===== src/rtl/sub_pkg.sv =====
// Shared types and helpers for the bit-serial subtractor.
// Optional feature macro used by the top: SUB_OVERFLOW_EN (adds the overflow port).
package sub_pkg;

    // Controller states: waiting for operands, shifting bits, presenting the result
    typedef enum logic [1:0] {
        IDLE = 2'd0,
        BUSY = 2'd1,
        DONE = 2'd2
    } state_t;

    // Bit counter width; the counter only has to reach WIDTH-1
    function automatic int cnt_width(input int width);
        return (width < 2) ? 1 : $clog2(width);
    endfunction

endpackage


===== src/rtl/full_subtractor.sv =====
// One-bit full subtractor: borrow counterpart of the ripple-adder full_adder cell.
// Computes a - b - bin, giving the difference bit d and the borrow out bout.
module full_subtractor (
    input  logic a,
    input  logic b,
    input  logic bin,
    output logic d,
    output logic bout
);

    // Difference and borrow equations of a single subtractor cell
    always_comb begin
        d    = a ^ b ^ bin;
        bout = (~a & b) | (~(a ^ b) & bin);
    end

endmodule


===== src/rtl/serial_ripple_subtractor.sv =====
// Bit-serial subtractor: A - B one bit per clock, LSB first, through a single
// full_subtractor cell with a registered borrow, behind valid/ready handshakes.
// Optional feature macro: SUB_OVERFLOW_EN adds a signed-overflow output.
module serial_ripple_subtractor
    import sub_pkg::*;
#(
    parameter int WIDTH = 8
) (
    input  logic             clk,
    input  logic             rst_n,
    input  logic             in_valid,
    output logic             in_ready,
    input  logic [WIDTH-1:0] A,
    input  logic [WIDTH-1:0] B,
    output logic             out_valid,
    input  logic             out_ready,
    output logic [WIDTH-1:0] diff,
    output logic             borrow_out
`ifdef SUB_OVERFLOW_EN
    ,
    output logic             overflow
`endif
);

    localparam int CW = cnt_width(WIDTH);

    state_t            state;
    state_t            next_state;
    logic [WIDTH-1:0]  a_sh;
    logic [WIDTH-1:0]  b_sh;
    logic [WIDTH-1:0]  diff_sh;
    logic              borrow;
    logic [CW-1:0]     count;
    logic              d;
    logic              bout;
    logic              accept;
    logic              last_bit;

`ifdef SUB_OVERFLOW_EN
    logic              a_sign;
    logic              b_sign;
`endif

    assign accept   = in_valid && in_ready;
    assign last_bit = (count == CW'(WIDTH - 1));

    full_subtractor u_cell (
        .a    (a_sh[0]),
        .b    (b_sh[0]),
        .bin  (borrow),
        .d    (d),
        .bout (bout)
    );

    // State register; reset returns to IDLE and discards any in-flight operation
    always_ff @(posedge clk) begin
        if (!rst_n) begin
            state <= IDLE;
        end else begin
            state <= next_state;
        end
    end

    // Next-state logic: accept in IDLE, shift WIDTH bits in BUSY, hand off in DONE
    always_comb begin
        next_state = state;
        case (state)
            IDLE:    if (accept) next_state = BUSY;
            BUSY:    if (last_bit) next_state = DONE;
            DONE:    if (out_ready) next_state = IDLE;
            default: next_state = IDLE;
        endcase
    end

    // Handshake and result outputs decoded from the registered state only;
    // results are masked to zero outside DONE so they are only seen when valid
    always_comb begin
        in_ready   = (state == IDLE) && rst_n;
        out_valid  = (state == DONE);
        diff       = (state == DONE) ? diff_sh : '0;
        borrow_out = (state == DONE) ? borrow : 1'b0;
`ifdef SUB_OVERFLOW_EN
        overflow   = (state == DONE) && (a_sign != b_sign) && (diff_sh[WIDTH-1] != a_sign);
`endif
    end

    // Datapath: latch operands on accept, then shift one bit per cycle through the cell
    always_ff @(posedge clk) begin
        if (!rst_n) begin
            a_sh    <= '0;
            b_sh    <= '0;
            diff_sh <= '0;
            borrow  <= 1'b0;
            count   <= '0;
        end else if (state == IDLE) begin
            if (accept) begin
                a_sh    <= A;
                b_sh    <= B;
                diff_sh <= '0;
                borrow  <= 1'b0;
                count   <= '0;
            end
        end else if (state == BUSY) begin
            diff_sh <= {d, diff_sh[WIDTH-1:1]};
            a_sh    <= a_sh >> 1;
            b_sh    <= b_sh >> 1;
            borrow  <= bout;
            count   <= count + CW'(1);
        end
    end

`ifdef SUB_OVERFLOW_EN
    // Operand sign bits kept aside, since the shift registers lose them while shifting
    always_ff @(posedge clk) begin
        if (!rst_n) begin
            a_sign <= 1'b0;
            b_sign <= 1'b0;
        end else if (accept) begin
            a_sign <= A[WIDTH-1];
            b_sign <= B[WIDTH-1];
        end
    end
`endif

endmodule


===== config.mk =====
export PLATFORM = sky130hd
export DESIGN_NAME = serial_ripple_subtractor
export DESIGN_NICKNAME = d
export VERILOG_FILES = /design/src/rtl/sub_pkg.sv /design/src/rtl/full_subtractor.sv /design/src/rtl/serial_ripple_subtractor.sv
export SDC_FILE = /design/constraint.sdc
export NUM_CORES = 1
export LEC_CHECK = 0
export ABC_AREA = 1
export BUFFER_PORTS_ARGS = -buffer_cell sky130_fd_sc_hd__buf_2
export CORE_ASPECT_RATIO = 1.1
export CORE_MARGIN = 8
export CORE_UTILIZATION = 42
export DETAILED_ROUTE_END_ITERATION = 16
export HOLD_SLACK_MARGIN = 0.06
export SYNTH_ARGS = -nofsm -noshare
export SYNTH_HDL_FRONTEND = slang
export SYNTH_SLANG_ARGS = --single-unit

===== constraint.sdc =====
create_clock -name clk -period 2.9 [get_ports clk]
set_input_delay 0.87 -clock clk [delete_from_list [all_inputs] [get_ports clk]]
set_output_delay 0.87 -clock clk [all_outputs]
set_load 0.005 [all_outputs]

==> flow_summary_export.csv <==
group,metric,value,unit
status,status,"complete, no violations",
die,start_util,0.437,
synthesis,synth_most_common_cell,"nand2_1",
cts,clkLatencyLatePin,0.28,ns
finish,n_antenna_cell,0,
cts,clkSinkCount,30,
sta,hold_violations,0,
min_path,min_from,"b_sh[7]$_SDFFE_PN0P_",
min_path,hold_path_depth,2,
critical_path,cp-end-kind,"primary output",
sta,relSlewSlack,0.586,
synthesis,synthFlopType,"dfxtp_1",
placement,place.gp.congestion,0.689,
synthesis,synth_enable_flop_cells,0,
critical_path,slowest_stage,"buf_2",
global_routing,grt_overflow,0,
die,fp-row-count,23,
sta,skew,0.00598,ns
critical_path,cp_common_cell,"buf_2",
critical_path,cp_max_fo,12,
die,core-area,3650,µm²
finish,n_fill_cell,408,
drt,drt_first_iter_violations,106,
die,fp.dieH,80.7,µm
cts,cts_tree,"built",
placement,placed_cells,315,
finish,final-instance-count-excl-fill,322,
drt,vias,1572,
synthesis,ys_warn_count,0,
sta,finalCritPeriodShare,0.834,
synthesis,synth_commonest_cells,"45 x nand2_1, 37 x nand3_1, 30 x a21oi_1, 30 x dfxtp_1, 29 x nor2_1",
power_and_ir_drop,vdd_drop_max,0.239,mV
drt,totalWireLength,3820,µm
synthesis,synthDistinctLibCells,22,
die,design.die.area,6040,µm²
critical_path,timing.rr.start,"state[1]$_SDFFE_PN0P_",
critical_path,r2r-end,"count[1]$_SDFFE_PN0P_",
cts,cts_resized,0,
placement,portBuffers,30,
cts,hold_buffers,0,
sta,finalSetupTns,0,ns
global_routing,antenna_found_initial,0,
critical_path,cp.required,2.03,ns
synthesis,async_flop_share,0,
cts,clk_path_buf_depth,2,
cts,cts_max_level,2,
synthesis,syn_nets,268,
placement,dp_hpwl,2490,µm
synthesis,synth_top_area_cell,"dfxtp_1",
sta,drv_slew,0,
finish,seq_area,601,µm²
sta,fmax,414,MHz
die,die_w,74.8,µm
synthesis,synth_area_leaders,"dfxtp_1 38%, nand3_1 12%, nand2_1 11%, a21oi_1 9.4%, nor2_1 6.8%",
critical_path,worstPathCellList,"buf_2 > inv_1 > nor3_1 > buf_2",
global_routing,grt_pass1_vias,1444,
synthesis,synth_area,1600,µm²
sta,whs,0.479,ns
synthesis,ys_seq_area_frac,0.376,
cts,clk_pin_slew,0.07,ns
power_and_ir_drop,leakagePower,0.000892,µW
run,maxCapViolations,0,
finish,drive_gt1_frac,0.191,
die,ios,31,
finish,area_delta_synth_final,16.9,%
sta,min_period,2.42,ns
critical_path,cpPeakStageDelay,0.22,ns
min_path,holdPathEnd,"b_sh[7]$_SDFFE_PN0P_",
power_and_ir_drop,p_per_area,498,nW/µm²
critical_path,cp-start-kind,"input port",
drt,firstDrtPassIters,4,
synthesis,avgSynthCellArea,6.52,µm²
cts,post_cts_buffers,0,
critical_path,path_class,"in -> out",
global_routing,grt_usage,0.138,
cts,cts_buffers,5,
finish,nets,295,
sta,rsz0062_at_grt,"false",
drt,ant_nets,0,
critical_path,arrival,1.55,ns
critical_path,rrSetupSlack,1.18,ns
global_routing,grt_pass1_wl,6400,µm
drt,viasPerCell,4.88,
finish,multi_input_area,795,µm²
sta,worst_pin_slew,0.618,ns
synthesis,synth_top_area_frac,0.376,
cts,cts_root_buf,"clkbuf_8",
synthesis,synthCells,245,
drt,drc,0,
global_routing,grt_max_degree,35,
synthesis,ys_ff_latch,30,
min_path,hp-class,"reg -> reg",
sta,setup_viol,0,
critical_path,r2r_cells,6,
drt,wl_per_cell,11.9,µm
## per-stage QoR
stage                     total power (µW)  area, µm²  setup slack (ns)   util
after floorplan                        584       1600             0.941      -
after global placement                 626       1790             0.496  0.490
after detailed placement               626       1790             0.484  0.490
after CTS                              940       1870             0.482  0.511
after global routing                   990       1870             0.428  0.511
final                                  930       1870             0.482  0.511
## routing by layer
| layer | part of all wire | vias up | wire [µm] | GRT usage |
|---|---|---|---|---|
| li1 | - | 838 | - | - |
| met2 | 0.47 | 38 | 1790 | 0.213 |
| met5 | 0 | - | 0 | 0 |
| met1 | 0.47 | 694 | 1780 | 0.166 |
| met4 | 0.0065 | 0 | 25 | 0.0588 |
| met3 | 0.060 | 2 | 230 | 0.0523 |
## layout make-up
class / instances / area share
inverter: 29 / 0.0583
multi-input combinational: 168 / 0.425
timing repair buffer: 38 / 0.119
clock buffer: 5 / 0.0368
clock inverter: 2 / 0.00536
sequential: 30 / 0.322
tap: 50 / 0.0335
## power breakdown
group	leakage, µW	total, µW	internal (µW)	switching, µW
clock	0.0000438	314	161	154
combinational	0.000602	162	65.8	96.6
sequential	0.000246	454	441	13.2
total	0.000892	930	667	264
## critical path: cells and delay by family
kind                   cells  cell delay [ns]
buffers and inverters      3             0.47
and+or+nand+nor            1             0.20
## kinds of logic (layout without fill, tap and decap cells)
kind of cell	count (synthesis)	in the layout	synth area share
AND/OR/NAND/NOR	121	121	0.331
buffers and inverters	47	74	0.127
AO/OA/AOI/OAI	44	44	0.138
flip-flops	30	30	0.376
adder cells (fa/ha/maj)	3	3	0.0282
## state kept, by name, summed over array words and instances, names as in the netlist
register	cells
b_sh	8
borrow	1
a_sh	8
state	2
diff_sh	8
count	3
## cells in the final DEF (no fill, tap or decap), drive strengths merged
master / n
inv: 29
clkbuf: 5
nand2: 46
o21ai: 14
nand4: 2
dfxtp: 30
nand3: 38
a21oi: 30
or2: 2
nor2: 31
fa: 1
ha: 2
clkinv: 2
nor3: 1
nand3b: 1
buf: 38
## worst max path at each step
stage,start,endpoint,slack (ns),cells past startpoint
after floorplan,rst_n,in_ready,0.94,2
after global placement,rst_n,in_ready,0.50,4
after detailed placement,rst_n,in_ready,0.48,4
after CTS,rst_n,in_ready,0.48,4
after global routing,rst_n,in_ready,0.43,4
final,rst_n,in_ready,0.48,4
(Power assumes the default switching activity.)
